===== config.mk =====
export PLATFORM = sky130hd
export DESIGN_NAME = noc_out_arbiter
export DESIGN_NICKNAME = d
export VERILOG_FILES = /design/src/rtl/noc_pkg.sv /design/src/rtl/noc_rr_arbiter.sv /design/src/rtl/noc_out_arbiter.sv
export SDC_FILE = /design/constraint.sdc
export NUM_CORES = 1
export LEC_CHECK = 0
export BUFFER_PORTS_ARGS = -buffer_cell sky130_fd_sc_hd__buf_2
export CAP_MARGIN = 0
export CORE_ASPECT_RATIO = 1.4
export CORE_MARGIN = 2
export CORE_UTILIZATION = 50
export DETAILED_ROUTE_END_ITERATION = 10
export PLACE_DENSITY = 0.81
export SYNTH_ARGS = -nofsm -noshare
export SYNTH_HDL_FRONTEND = slang
export SYNTH_HIERARCHICAL = 1
export SYNTH_SLANG_ARGS = --single-unit
export TNS_END_PERCENT = 30

===== constraint.sdc =====
create_clock -name clk -period 5.15 [get_ports clk]
set_input_delay 0.515 -clock clk [delete_from_list [all_inputs] [get_ports clk]]
set_output_delay 0.515 -clock clk [all_outputs]
set_load 0.02 [all_outputs]

===== src/rtl/noc_pkg.sv =====
// Shared NoC switch definitions: flit format and port indexing.
package noc_pkg;

    localparam int unsigned DATA_WIDTH     = 37;
    localparam int unsigned N_PORTS        = 4;
    localparam int unsigned OBUF_DEPTH_DEF = 3;
    localparam int unsigned CNT_WIDTH_DEF  = 16;

    typedef logic [DATA_WIDTH-1:0]       flit_t;
    typedef logic [$clog2(N_PORTS)-1:0]  port_idx_t;

endpackage


===== src/rtl/noc_rr_arbiter.sv =====
// Combinational round-robin arbiter: grants the first requester at or after
// rr_ptr, wrapping around to index 0.
module noc_rr_arbiter
    import noc_pkg::*;
#(
    parameter int unsigned N_IN = N_PORTS
) (
    input  logic [N_IN-1:0]         req,
    input  logic [$clog2(N_IN)-1:0] rr_ptr,
    output logic [N_IN-1:0]         gnt,
    output logic [$clog2(N_IN)-1:0] gnt_idx,
    output logic                    any_gnt
);

    localparam int unsigned IW = $clog2(N_IN);

    // Two passes: upper segment [rr_ptr, N_IN) first, then the wrapped part.
    always_comb begin
        gnt     = '0;
        gnt_idx = '0;
        any_gnt = 1'b0;
        for (int unsigned i = 0; i < N_IN; i++) begin
            if (!any_gnt && req[i] && (i >= 32'(rr_ptr))) begin
                gnt[i]  = 1'b1;
                gnt_idx = IW'(i);
                any_gnt = 1'b1;
            end
        end
        for (int unsigned i = 0; i < N_IN; i++) begin
            if (!any_gnt && req[i]) begin
                gnt[i]  = 1'b1;
                gnt_idx = IW'(i);
                any_gnt = 1'b1;
            end
        end
    end

endmodule


===== src/rtl/noc_out_arbiter.sv =====
// Output-port stage of the NoC switch: round-robin reads from the per-input
// queues, captures the returned flits into a small FIFO buffer and presents
// them on a valid/ready link, counting delivered flits.
module noc_out_arbiter #(
    parameter int unsigned N_IN       = noc_pkg::N_PORTS,
    parameter int unsigned DATA_WIDTH = noc_pkg::DATA_WIDTH,
    parameter int unsigned OBUF_DEPTH = noc_pkg::OBUF_DEPTH_DEF,
    parameter int unsigned CNT_WIDTH  = noc_pkg::CNT_WIDTH_DEF
) (
    input  logic                         clk,
    input  logic                         rst,
    input  logic [N_IN-1:0]              fifo_empty,
    input  logic [N_IN*DATA_WIDTH-1:0]   fifo_data,
    output logic [N_IN-1:0]              fifo_rd_en,
    output logic                         out_valid,
    output logic [DATA_WIDTH-1:0]        out_data,
    output logic [$clog2(N_IN)-1:0]      out_src,
    input  logic                         out_ready,
    output logic [CNT_WIDTH-1:0]         flit_cnt
);

    localparam int unsigned IW = $clog2(N_IN);
    localparam int unsigned PW = $clog2(OBUF_DEPTH);
    localparam int unsigned OW = $clog2(OBUF_DEPTH + 1);

    logic [IW-1:0]         rr_ptr;
    logic [IW-1:0]         gnt_idx;
    logic [IW-1:0]         inflight_src;
    logic                  inflight;
    logic [N_IN-1:0]       req;
    logic [N_IN-1:0]       gnt;
    logic                  any_gnt;
    logic                  has_credit;
    logic                  issue;
    logic                  push;
    logic                  pop;
    logic [DATA_WIDTH-1:0] ret_data;
    logic [DATA_WIDTH-1:0] buf_data [OBUF_DEPTH];
    logic [IW-1:0]         buf_src  [OBUF_DEPTH];
    logic [PW-1:0]         head;
    logic [PW-1:0]         tail;
    logic [OW-1:0]         occ;
    logic [CNT_WIDTH-1:0]  cnt;

    function automatic logic [PW-1:0] ptr_inc(input logic [PW-1:0] p);
        return (p == PW'(OBUF_DEPTH - 1)) ? '0 : p + PW'(1);
    endfunction

    assign req = ~fifo_empty;

    noc_rr_arbiter #(.N_IN(N_IN)) u_rr (
        .req     (req),
        .rr_ptr  (rr_ptr),
        .gnt     (gnt),
        .gnt_idx (gnt_idx),
        .any_gnt (any_gnt)
    );

    // Credit uses registered occupancy only, so out_ready never reaches rd_en;
    // a read is only issued if buffer + in-flight + this read still fit.
    assign has_credit = (32'(occ) + 32'(inflight)) < OBUF_DEPTH;
    assign issue      = has_credit & any_gnt & ~rst;
    assign fifo_rd_en = issue ? gnt : '0;

    assign ret_data = fifo_data[32'(inflight_src)*DATA_WIDTH +: DATA_WIDTH];
    assign push     = inflight;
    assign pop      = (occ != '0) & out_ready;

    assign out_valid = (occ != '0);
    assign out_data  = buf_data[head];
    assign out_src   = buf_src[head];
    assign flit_cnt  = cnt;

    // Round-robin pointer and the one-cycle FIFO read tracking.
    always_ff @(posedge clk or posedge rst) begin
        if (rst) begin
            rr_ptr       <= '0;
            inflight     <= 1'b0;
            inflight_src <= '0;
        end else begin
            inflight <= issue;
            if (issue) begin
                inflight_src <= gnt_idx;
                rr_ptr       <= (gnt_idx == IW'(N_IN - 1)) ? '0 : gnt_idx + IW'(1);
            end
        end
    end

    // Circular output buffer: push returned flits, pop on link handshake.
    always_ff @(posedge clk or posedge rst) begin
        if (rst) begin
            for (int unsigned i = 0; i < OBUF_DEPTH; i++) begin
                buf_data[i] <= '0;
                buf_src[i]  <= '0;
            end
            head <= '0;
            tail <= '0;
            occ  <= '0;
        end else begin
            if (push) begin
                buf_data[tail] <= ret_data;
                buf_src[tail]  <= inflight_src;
                tail           <= ptr_inc(tail);
            end
            if (pop) begin
                head <= ptr_inc(head);
            end
            if (push && !pop) begin
                occ <= occ + OW'(1);
            end else if (pop && !push) begin
                occ <= occ - OW'(1);
            end
        end
    end

    // Delivered-flit counter, wraps naturally.
    always_ff @(posedge clk or posedge rst) begin
        if (rst) begin
            cnt <= '0;
        end else if (pop) begin
            cnt <= cnt + CNT_WIDTH'(1);
        end
    end

endmodule


## Word level (Yosys, flattened, before mapping)

Cells that the tools add are included.

- Eq/ne operators: 3
- $mul: 1
- Shift operators: 1
- Bitwise gates (word level): 7
- Mux-type cells: 40
- Magnitude comparators: 7
- Reductions and logical operators: 24
- Add/subtract/negate cells: 7

Operators with widths:

| operator | number |
|---|---|
| $shiftx A148 B9 Y37 | 1 |
| $bwmux W111 | 1 |
| $mux W37 | 3 |
| $bmux W37 S2 | 1 |
| $demux W37 S2 | 1 |
| $mux W2 | 14 |
| $add A16 B1 Y16 const B | 1 |
| $mux W1 | 16 |
| $logic_and A1 B1 Y1 | 13 |
| $logic_not A1 Y1 | 9 |
| $add A2 B1 Y2 const B | 4 |
| $mul A2 B6 Y8 const B | 1 |
| $bwmux W6 | 1 |
| $eq A2 B2 Y1 const B | 3 |
| $ge A3 B3 Y1 const B | 2 |
| $not A2 Y3 | 2 |
| $bmux W2 S2 | 1 |
| $demux W2 S2 | 1 |
| $ge A1 B2 Y1 const A | 2 |
| $mux W4 | 1 |
| $not A4 Y4 | 1 |
| $reduce_bool A2 Y1 | 2 |
| $add A2 B1 Y3 | 1 |
| $and A1 B1 Y1 | 3 |
| 5 further kinds | 5 |

- Word-level logic and storage cells: 103
- Input bits: 155
- Register bits: 144

## Depth between registers and ports, before layout

Gate-level depths: netlist of run 1.

- Depth after elaboration: 29
- Gate-level depth with buffers: 8
- Gate-level depth less buffers: 7

## Cells and area by module

The synthesis of run 1 kept the hierarchy.

By module, submodules not included:

| module | area an instance (µm²) | instances | sequential area each (µm²) | cells each |
|---|---|---|---|---|
| noc_out_arbiter | 7302.0 | 1 | 3603.5 | 541 |
| noc_rr_arbiter | 222.7 | 1 | 0.0 | 33 |

## Worst setup path after synthesis of run 1

No wires, ideal clock.

- Kind: register -> output
- Start point: register occ[0]
- End point: output port fifo_rd_en[0]
- Data arrival time: 1.501 ns
- Slack: 3.134 ns
- Required time: 4.635 ns
- Stages on the path, launching flop included: 7
- Cells stage by stage: dfrtp_1 ha_1 ha_1 nand2_1 nand3_1 inv_1 and2_1

- Word-level cells in the longest chain between the ends: 5

Ends and longest elaborated chain:

| element | RTL line | text |
|---|---|---|
| start, declared | noc_out_arbiter.sv:42 | `logic [OW-1:0] occ;` |
| start signal, assigned | noc_out_arbiter.sv:109 | `occ <= occ + OW'(1);` |
| start signal, assigned | noc_out_arbiter.sv:111 | `occ <= occ - OW'(1);` |
| $add A2 B1 Y3 | noc_out_arbiter.sv:61 | `assign has_credit = (32'(occ) + 32'(inflight)) < OBUF_DEPTH;` |
| $lt A3 B2 Y1 | noc_out_arbiter.sv:61 |  |
| $and A1 B1 Y1 (2 in series) | noc_out_arbiter.sv:62 | `assign issue = has_credit & any_gnt & ~rst;` |
| net issue | noc_out_arbiter.sv:34 | `logic issue;` |
| $mux W4 | noc_out_arbiter.sv:63 | `assign fifo_rd_en = issue ? gnt : '0;` |
| end, declared | noc_out_arbiter.sv:14 | `output logic [N_IN-1:0] fifo_rd_en,` |

The timed path passes the listed nets, and every way through them passes these cells.

## Worst setup path after layout of run 1

- Start point: register head[0]
- End point: output port out_data[34]

- Word-level cells in the longest chain between the ends: 4

Ends and longest elaborated chain:

| element | RTL line | text |
|---|---|---|
| start, declared | noc_out_arbiter.sv:40 | `logic [PW-1:0] head;` |
| start signal, assigned | noc_out_arbiter.sv:106 | `head <= ptr_inc(head);` |
| $not A2 Y3 (not written as such) | noc_out_arbiter.sv:70 | `assign out_data = buf_data[head];` |
| $bmux W37 S2 | noc_out_arbiter.sv:70 |  |
| $mux W37 (not written as such) (2 in series) | noc_out_arbiter.sv:70 |  |
| end, declared | noc_out_arbiter.sv:16 | `output logic [DATA_WIDTH-1:0] out_data,` |

Every way passes these cells. The select of a mux whose other input is x is not followed.

==> impl_metrics.env, run 1 <==
export IMPL_outcome="finished, final reports clean"
export IMPL_port_buffers=214
export IMPL_cts_setup_buffers=0
export IMPL_power_density_nw_per_um2=660
export IMPL_num_io_pins=215
export IMPL_drt_total_wl_microns=16600
export IMPL_tns_ns=0
export IMPL_leakage_nw=4.26
export IMPL_min_path_type="input pin to async pin"
export IMPL_fillers=1217
export IMPL_cts_hold_buf=0
export IMPL_drt_iter0_markers=201
export IMPL_cts_sinks=144
export IMPL_coreArea_sq_um=14900
export IMPL_via_count=5309
export IMPL_async_flop_share_pct=100
export IMPL_detail_route_antenna_nets=0
export IMPL_syn2layout_area_growth_pct=23.0
export IMPL_antenna_found_initial=0
export IMPL_synth_nets=734
export IMPL_slowest_stage="dfrtp_2"
export IMPL_crit_path_end_kind="primary output"
export IMPL_arrival_ns=2.44
export IMPL_max_freq_ghz=0.339
export IMPL_clockBufferDepth=2
export IMPL_clkTransAtPathRegs_ns=0.06
export IMPL_drv_slew=0
export IMPL_yosys_top_cells_count="dfrtp_1, mux2_2, nand2_1"
export IMPL_netlist_instances=574
export IMPL_irDropWorstVdd_mv=0.308
export IMPL_drive_gt1_share_pct=53.6
export IMPL_cp_max_fo=53
export IMPL_fp_dieW_microns=108
export IMPL_vias_per_cell=5.43
export IMPL_grt_pass1_vias=5431
export IMPL_gr_usage_all_layers_pct=21.2
export IMPL_cp_num_buf_inv=2
export IMPL_worstPathCellList="nor2b_2 -> buf_4 -> nand2_1 -> o21ai_0 -> buf_2"
export IMPL_firstDrtPassIters=4
export IMPL_tightest_slew_ns=1.04
export IMPL_finalNetCount=932
export IMPL_clock_latency_ns=0.41
export IMPL_ys_warn_count=6
export IMPL_routed_wire_length_per_instance_microns=17.0
export IMPL_syn_area_sq_um=7520
export IMPL_cts_tree="done"
export IMPL_fin_crit_ns=2.95
export IMPL_initial_utilization_pct=50.7
export IMPL_cts_htree_levels=4
export IMPL_rsz0062_at_grt="false"
export IMPL_insertedDiodeCount=0
export IMPL_cp_start_kind="flop"
export IMPL_route_detailed_drc=0
export IMPL_power_w=0.00611
export IMPL_avgSynthCellArea_sq_um=13.1
export IMPL_overflow=0
export IMPL_grt_start_max_net_pins=95
export IMPL_finalHoldViolCount=0
export IMPL_synthDistinctLibCells=42
export IMPL_synth_area_leaders="dfrtp_1, mux2_2, mux4_2, mux2i_1, nand2_1"
export IMPL_synth_main_ff_cell="dfrtp_1"
export IMPL_clockRootBuffer="clkbuf_16"
export IMPL_cpLargestDelayFamily="flip-flops"
export IMPL_dp_hpwl_microns=11200
export IMPL_rows=53
export IMPL_die_h_microns=149
export IMPL_yosysTopAreaCell="dfrtp_1"
export IMPL_critPathMaxStageDelay_ns=0.96
export IMPL_synth_seq_cells=144
export IMPL_yosysMostFrequentCell="dfrtp_1"
export IMPL_numCtsBuffers=17
export IMPL_grt_pass1_wl_microns=26700
export IMPL_synth_top_area_share_pct=47.9
export IMPL_seq_area_frac_synth_pct=47.9
export IMPL_max_cap_violations=0
export IMPL_synth_edf_count=0
export IMPL_setup_viol=0
export IMPL_post_route_period_util_pct=57.3
export IMPL_cts_resized=0
export IMPL_skew_ns=0.00598
export IMPL_critPathKind="flop to primary output"
export IMPL_routabilityCongestion=0.810
export IMPL_max_slew_margin_pct=31.0
export IMPL_cp_required_ns=4.64
export IMPL_die_area_sq_um=16100
-- report_power, final --
group          total (W)  internal [W]  switching (W)
logic            0.00269       0.00136        0.00133
registers        0.00219       0.00168       0.000514
clock network    0.00123      0.000759       0.000468
total            0.00611       0.00379        0.00231
-- path summary, 6_finish.rpt --
path,startpoint,endpoint,slack [ns],cells after the start
min,rst,occ[1]$_DFFE_PP0P_,0.30,2
max,head[0]$_DFFE_PP0P_,out_data[34],2.20,5
min reg2reg,flit_cnt[15]$_DFFE_PP0P_,flit_cnt[15]$_DFFE_PP0P_,0.48,1
max in group asynchronous,rst,buf_data[2]$_DFFE_PP0P_,3.69,3
min in group clk,flit_cnt[15]$_DFFE_PP0P_,flit_cnt[15]$_DFFE_PP0P_,0.48,1
max reg2reg,inflight_src[0]$_DFFE_PP0P_,buf_data[107]$_DFFE_PP0P_,2.79,3
-- layout by cell type, fill, tap and decap left out, drive strengths merged, types with 2 or more instances in the layout --
cell | netlist | routed
a21o | 2 | 2
a21oi | 3 | 3
a221oi | 2 | 2
and2 | 5 | 5
and3 | 2 | 2
buf | 32 | 221
bufinv | 0 | 2
clkbuf | 10 | 22
clkinv | 0 | 2
clkinvlp | 0 | 3
dfrtp | 144 | 144
ha | 5 | 5
inv | 10 | 13
mux2 | 119 | 119
mux2i | 40 | 40
mux4 | 37 | 37
nand2 | 63 | 63
nand3 | 7 | 7
nand4 | 3 | 3
nor2 | 10 | 10
nor2b | 3 | 3
nor3 | 4 | 4
o21a | 2 | 2
o21ai | 32 | 32
o22ai | 12 | 12
xnor2 | 13 | 13
xor2 | 5 | 5
-- final cells by class --
| cell class | count | area, sq um | share of cell area (%) |
|---|---|---|---|
| Clock buffer | 22 | 474 | 5.12 |
| Clock inverter | 10 | 126 | 1.37 |
| Inverter | 10 | 42.5 | 0.460 |
| Multi-Input combinational cell | 378 | 3640 | 39.3 |
| Sequential cell | 144 | 3610 | 39.0 |
| Tap cell | 192 | 240 | 2.60 |
| Timing Repair Buffer | 221 | 1120 | 12.1 |
-- cell families (layout without fill, tap and decap cells) --
family,after synthesis,in the layout,share of synthesized area [%]
adder cells (fa/ha/maj),5,5,0.831
AO/OA/AOI/OAI,58,58,4.66
XOR/XNOR,18,18,2.10
multiplexers,196,196,34.7
AND/OR/NAND/NOR,101,101,5.94
buffers and inverters,52,263,3.89
flip-flops,144,144,47.9
-- per-layer routing --
layer | routed length [microns] | vias up | global-route usage, %
met5 | 0 | - | 0
met4 | 274 | 0 | 6.54
met2 | 9230 | 130 | 39.3
li1 | - | 2483 | -
met1 | 6510 | 2676 | 25.1
met3 | 635 | 20 | 3.19
-- registers in the layout, indices dropped and copies added, names as in the netlist --
signal / cells
buf_data: 111
buf_src: 6
flit_cnt: 16
head: 2
inflight: 1
inflight_src: 2
occ: 2
rr_ptr: 2
tail: 2
-- per-stage QoR --
step	instance area [sq um]	util (%)	worst slack (ns)	hold WS, ns	std cells
2_1_floorplan	7520	-	0.769	0.472	574
5_1_grt	9260	62.3	2.02	0.364	977
3_3_place_gp	8660	58.3	2.66	0.457	945
4_1_cts	9260	62.3	2.13	0.329	977
3_5_place_dp	8660	58.3	2.65	0.461	945
6_report	9260	62.3	2.20	0.298	977
Power figures use the tool's default switching activity.
==> run 2: changes to the inputs <==
==> constraint.sdc (replaced) <==
create_clock -name clk -period 3.05 [get_ports clk]
set_input_delay 0.305 -clock clk [delete_from_list [all_inputs] [get_ports clk]]
set_output_delay 0.305 -clock clk [all_outputs]
set_load 0.02 [all_outputs]
==> impl_metrics.env, run 2 (same netlist as run 1, synthesis figures left out) <==
export IMPL_outcome="finished, final reports clean"
export IMPL_final_cell_mix="buf_2, dfrtp_1, mux2_2"
export IMPL_drt_total_wl_microns=16800
export IMPL_cts_htree_levels=4
export IMPL_port_buffers=214
export IMPL_skew_ns=0.00970
export IMPL_clockBufferDepth=2
export IMPL_r2r_cells=3
export IMPL_rows=53
export IMPL_detail_route_antenna_nets=0
export IMPL_insertedDiodeCount=0
export IMPL_cts_hold_buf=0
export IMPL_tns_ns=0
export IMPL_route_detailed_drc=0
export IMPL_fillers=1200
export IMPL_leakage_nw=4.28
export IMPL_rrSetupSlack_ns=0.97
export IMPL_routabilityCongestion=0.773
export IMPL_routed_wire_length_per_instance_microns=17.1
export IMPL_max_cap_violations=0
export IMPL_clockRootBuffer="clkbuf_16"
export IMPL_tightest_slew_ns=0.740
export IMPL_gr_usage_all_layers_pct=21.6
export IMPL_num_io_pins=215
export IMPL_max_slew_margin_pct=50.6
export IMPL_cts_sinks=144
export IMPL_largest_reg_flops=111
export IMPL_grt_start_max_net_pins=56
export IMPL_rsz0062_at_grt="false"
export IMPL_finalNetCount=937
export IMPL_power_density_nw_per_um2=1100
export IMPL_numCtsBuffers=17
export IMPL_clock_latency_ns=0.42
export IMPL_antenna_found_initial=0
export IMPL_dp_hpwl_microns=11700
export IMPL_layout_commonest_cell="buf_2"
export IMPL_drive_gt1_share_pct=54.1
export IMPL_top_register="buf_data"
export IMPL_cts_resized=0
export IMPL_fp_dieW_microns=108
export IMPL_r2r_start="inflight_src[0]$_DFFE_PP0P_"
export IMPL_vias_per_cell=5.43
export IMPL_cp_max_fo=37
export IMPL_die_area_sq_um=16100
export IMPL_drv_slew=0
export IMPL_placed_area_sq_um=8730
export IMPL_finalHoldViolCount=0
export IMPL_grt_pass1_wl_microns=27000
export IMPL_drt_iter0_markers=219
export IMPL_clkTransAtPathRegs_ns=0.07
export IMPL_fin_area_sq_um=9280
export IMPL_setup_viol=0
export IMPL_grt_pass1_vias=5528
export IMPL_max_freq_ghz=0.393
export IMPL_crit_path_end_kind="primary output"
export IMPL_initial_utilization_pct=50.7
export IMPL_post_route_period_util_pct=83.3
export IMPL_regToRegEndpoint="buf_data[83]$_DFFE_PP0P_"
export IMPL_arrival_ns=2.24
export IMPL_cp_required_ns=2.74
export IMPL_firstDrtPassIters=4
export IMPL_min_path_type="input pin to async pin"
export IMPL_coreArea_sq_um=14900
export IMPL_fin_crit_ns=2.54
export IMPL_cp_start_kind="flop"
export IMPL_syn2layout_area_growth_pct=23.4
export IMPL_irDropWorstVdd_mv=0.528
export IMPL_via_count=5322
export IMPL_critPathKind="flop to primary output"
export IMPL_overflow=0
export IMPL_die_h_microns=149
export IMPL_cts_tree="done"
export IMPL_cts_setup_buffers=0
run 2: changes by cell type in the layout (fill, tap and decap cells not counted), sizes merged:
cell | before | now
inv | 13 | 15
clkbuf | 22 | 17
clkinv | 2 | 4
bufinv | 2 | 1
buf | 221 | 226
clkinvlp | 3 | 4
run 2: cell type report:
class                      count  area (sq um)  share of cell area, %
multi-input combinational    378          3640                   39.2
sequential                   144          3610                   38.9
timing repair buffer         226          1200                   12.9
clock buffer                  17           425                   4.58
tap                          192           240                   2.59
clock inverter                14           129                   1.39
inverter                      10          41.3                  0.445
run 2: worst max path at each step:
stage,end,start,slack (ns),depth (start not counted)
global route,out_data[22],head[1]$_DFFE_PP0P_,0.33,4
finish,out_data[7],head[1]$_DFFE_PP0P_,0.51,4
detailed placement,out_data[27],head[1]$_DFFE_PP0P_,0.94,5
floorplan,buf_data[0]$_DFFE_PP0P_,rst,0.94,1
global placement,out_data[27],head[1]$_DFFE_PP0P_,0.95,5
CTS,out_data[27],head[1]$_DFFE_PP0P_,0.49,5
run 2: metrics by stage:
stage | cells | total power (W) | utilization [%] | hold WS [ns] | setup slack [ns]
4_1_cts | 981 | 0.0104 | 62.5 | 0.0307 | 0.489
3_3_place_gp | 950 | 0.00822 | 58.8 | 0.469 | 0.948
2_1_floorplan | 574 | 0.00704 | - | 0.472 | 0.940
5_1_grt | 981 | 0.0109 | 62.5 | 0.0604 | 0.331
3_5_place_dp | 950 | 0.00838 | 58.8 | 0.480 | 0.936
6_report | 981 | 0.0102 | 62.5 | 0.0214 | 0.508
run 2: metal layers:
metal | part of all wire [%] | vias up | global-route usage (%)
li1 | - | 2487 | -
met4 | 1.3 | 0 | 6.60
met2 | 54 | 134 | 39.5
met5 | 0 | - | 0
met1 | 40 | 2688 | 25.5
met3 | 4.0 | 13 | 3.89
run 2: critical path, stage by stage (launching register included):
cell and delay, ns:
dfrtp_2 0.64, buf_4 0.58, mux2i_1 0.27, o22ai_1 0.09, buf_2 0.19
run 2: report_power, final:
part / internal [W] / switching, W
registers: 0.00284 / 0.000675
logic: 0.00233 / 0.00245
clock network: 0.00113 / 0.000828
==> run 3: changes to the inputs <==
--- a/config.mk
+++ b/config.mk
@@ -5,13 +5,14 @@
 export SDC_FILE = /design/constraint.sdc
 export NUM_CORES = 1
 export LEC_CHECK = 0
+export ABC_AREA = 1
 export BUFFER_PORTS_ARGS = -buffer_cell sky130_fd_sc_hd__buf_2
 export CAP_MARGIN = 0
 export CORE_ASPECT_RATIO = 1.4
 export CORE_MARGIN = 2
-export CORE_UTILIZATION = 50
+export CORE_UTILIZATION = 48
 export DETAILED_ROUTE_END_ITERATION = 10
-export PLACE_DENSITY = 0.81
+export PLACE_DENSITY = 0.82
 export SYNTH_ARGS = -nofsm -noshare
 export SYNTH_HDL_FRONTEND = slang
 export SYNTH_HIERARCHICAL = 1
==> constraint.sdc (replaced) <==
create_clock -name clk -period 2.1 [get_ports clk]
set_input_delay 0.21 -clock clk [delete_from_list [all_inputs] [get_ports clk]]
set_output_delay 0.21 -clock clk [all_outputs]
set_load 0.02 [all_outputs]
==> impl_metrics.env, run 3 <==
export IMPL_min_path_type="input pin to flop"
export IMPL_vias_per_cell=5.27
export IMPL_clockRootBuffer="clkbuf_16"
export IMPL_initial_utilization_pct=48.7
export IMPL_max_freq_ghz=0.493
export IMPL_finalWorstSetupSlack_ns=0.0730
export IMPL_irDropWorstVdd_mv=0.749
export IMPL_fin_crit_ns=2.03
export IMPL_tightest_slew_ns=0.975
export IMPL_dp_hpwl_microns=13600
export IMPL_clkTransAtPathRegs_ns=0.06
export IMPL_drt_iter0_markers=406
export IMPL_rows=54
export IMPL_tns_ns=0
export IMPL_port_buffers=214
export IMPL_cts_tree="done"
export IMPL_async_flop_share_pct=100
export IMPL_placed_area_sq_um=8790
export IMPL_fin_area_sq_um=9530
export IMPL_leakage_nw=5.01
export IMPL_num_io_pins=215
export IMPL_post_route_period_util_pct=96.5
export IMPL_cp_start_kind="flop"
export IMPL_coreArea_sq_um=15500
export IMPL_die_area_sq_um=16700
export IMPL_routed_wire_length_per_instance_microns=14.3
export IMPL_ys_warn_count=6
export IMPL_yosysTopAreaCell="dfrtp_1"
export IMPL_finalNetCount=1381
export IMPL_finalHoldViolCount=0
export IMPL_clock_latency_ns=0.42
export IMPL_final_cell_mix="nand2_1, buf_2, nand3_1"
export IMPL_cts_hold_buf=0
export IMPL_cts_sinks=144
export IMPL_critPathKind="flop to primary output"
export IMPL_detailedPlace_worstSlack_ns=0.280
export IMPL_top_register="buf_data"
export IMPL_crit_path_end_kind="primary output"
export IMPL_overflow=0
export IMPL_clockBufferDepth=2
export IMPL_via_count=7539
export IMPL_outcome="finished, final reports clean"
export IMPL_synth_edf_count=0
export IMPL_drive_gt1_share_pct=23.7
export IMPL_holdWs_ns=0.146
export IMPL_synth_area_leaders="dfrtp_1, nand2_1, nand3_1, o21ai_1, buf_2"
export IMPL_antenna_found_initial=1
export IMPL_route_detailed_drc=0
export IMPL_synth_top_area_share_pct=47.8
export IMPL_cts_htree_levels=4
export IMPL_netlist_instances=1031
export IMPL_skew_ns=0.00970
export IMPL_max_cap_violations=0
export IMPL_synth_seq_cells=144
export IMPL_cp_max_fo=5
export IMPL_seq_area_frac_synth_pct=47.8
export IMPL_numCtsBuffers=17
export IMPL_avgSynthCellArea_sq_um=7.31
export IMPL_grt_start_max_net_pins=80
export IMPL_synth_main_ff_cell="dfrtp_1"
export IMPL_max_slew_margin_pct=35.0
export IMPL_syn2layout_area_growth_pct=26.5
export IMPL_gr_usage_all_layers_pct=24.9
export IMPL_final_util_pct=61.6
export IMPL_synthDistinctLibCells=27
export IMPL_drv_slew=0
export IMPL_cp_required_ns=1.89
export IMPL_routabilityCongestion=0.841
export IMPL_grt_pass1_vias=7049
export IMPL_synth_nets=1191
export IMPL_layout_commonest_cell="nand2_1"
export IMPL_firstDrtPassIters=4
export IMPL_detail_route_antenna_nets=0
export IMPL_arrival_ns=1.82
export IMPL_largest_reg_flops=111
export IMPL_drt_total_wl_microns=20500
export IMPL_power_density_nw_per_um2=1710
export IMPL_fp_dieW_microns=110
export IMPL_syn_area_sq_um=7540
export IMPL_grt_pass1_wl_microns=33100
export IMPL_yosys_top_cells_count="nand2_1, nand3_1, dfrtp_1"
export IMPL_yosysMostFrequentCell="nand2_1"
export IMPL_setup_viol=0
export IMPL_die_h_microns=152
run 3: cell types whose count changed in the layout (fill, tap and decap cells not counted), moves of 9 or more:
cell / previous run / this run
buf_4: 9 / 19
inv_1: 9 / 33
mux2_2: 109 / 0
mux2_4: 10 / 0
mux2i_1: 40 / 0
mux4_2: 37 / 0
nand2_1: 63 / 435
nand3_1: 6 / 161
nor2_1: 10 / 19
o21ai_0: 30 / 6
o21ai_1: 1 / 121
o22ai_1: 12 / 0
run 3: timing repair:
item,in CTS,in global routing
pin swaps,1,0
setup buffers,0,4
endpoints found under the hold margin,0,0
setup endpoints to repair,4,20
resized for setup,4,7
run 3: cells by family after synthesis:
kind of cell / share of synthesized area (%)
AOI/OAI and AO/OA: 8.72
xor gates and xnor gates: 1.16
adders and majority gates: 0.830
buffers and inverters: 5.69
DFF: 47.8
and+or+nand+nor: 35.8
run 3: where the power goes:
part / internal [W] / total, W / switching [W] / leakage (nW)
combinational: 0.00269 / 0.00800 / 0.00531 / 2.92
clock: 0.00227 / 0.00344 / 0.00117 / 0.321
sequential: 0.00409 / 0.00487 / 0.000773 / 1.77
run 3: per-layer routing:
layer / up-vias / share of wire, % / GRT usage [%]
met1: 3530 / 40 / 30.2
met2: 247 / 52 / 43.1
met3: 34 / 5.8 / 3.93
met5: - / 0 / 0
met4: 0 / 2.4 / 10.3
li1: 3728 / - / -
run 3: layout make-up:
type                       instances  area (sq um)
fill                            1405          5940
sequential                       144          3610
multi-input combinational        785          3540
timing repair buffer             236          1320
clock buffer                      20           447
tap                              196           245
clock inverter                    12           230
inverter                          37           145
antenna                            1          2.50
run 3: per-stage QoR:
step / std cells / power [W]
6_report: 1431 / 0.0163
5_1_grt: 1431 / 0.0176
4_1_cts: 1426 / 0.0163
3_5_place_dp: 1394 / 0.0128
3_3_place_gp: 1394 / 0.0125
2_1_floorplan: 1031 / 0.0103
run 3: path summary, 6_finish.rpt:
check / start / endpoint / slack [ns] / cells past startpoint
max: rr_ptr[0]$_DFFE_PP0P_ / fifo_rd_en[2] / 0.07 / 10
min: out_ready / flit_cnt[0]$_DFFE_PP0P_ / 0.15 / 3
max reg2reg: rr_ptr[0]$_DFFE_PP0P_ / inflight_src[1]$_DFFE_PP0P_ / 0.43 / 12
min reg2reg: buf_data[5]$_DFFE_PP0P_ / buf_data[5]$_DFFE_PP0P_ / 0.49 / 2
max in group asynchronous: rst / buf_data[44]$_DFFE_PP0P_ / 1.24 / 3
min in group asynchronous: rst / buf_data[107]$_DFFE_PP0P_ / 0.16 / 3
run 3: critical path, cell delays in order, from the launching register on:
cell and delay (ns):
dfrtp_1 0.41, nor2_1 0.14, nand2_1 0.11, nand2_2 0.11
nor2_4 0.05, nand4_1 0.06, inv_1 0.05, nor2_2 0.11
nand3_4 0.10, nor2_1 0.11, buf_4 0.15
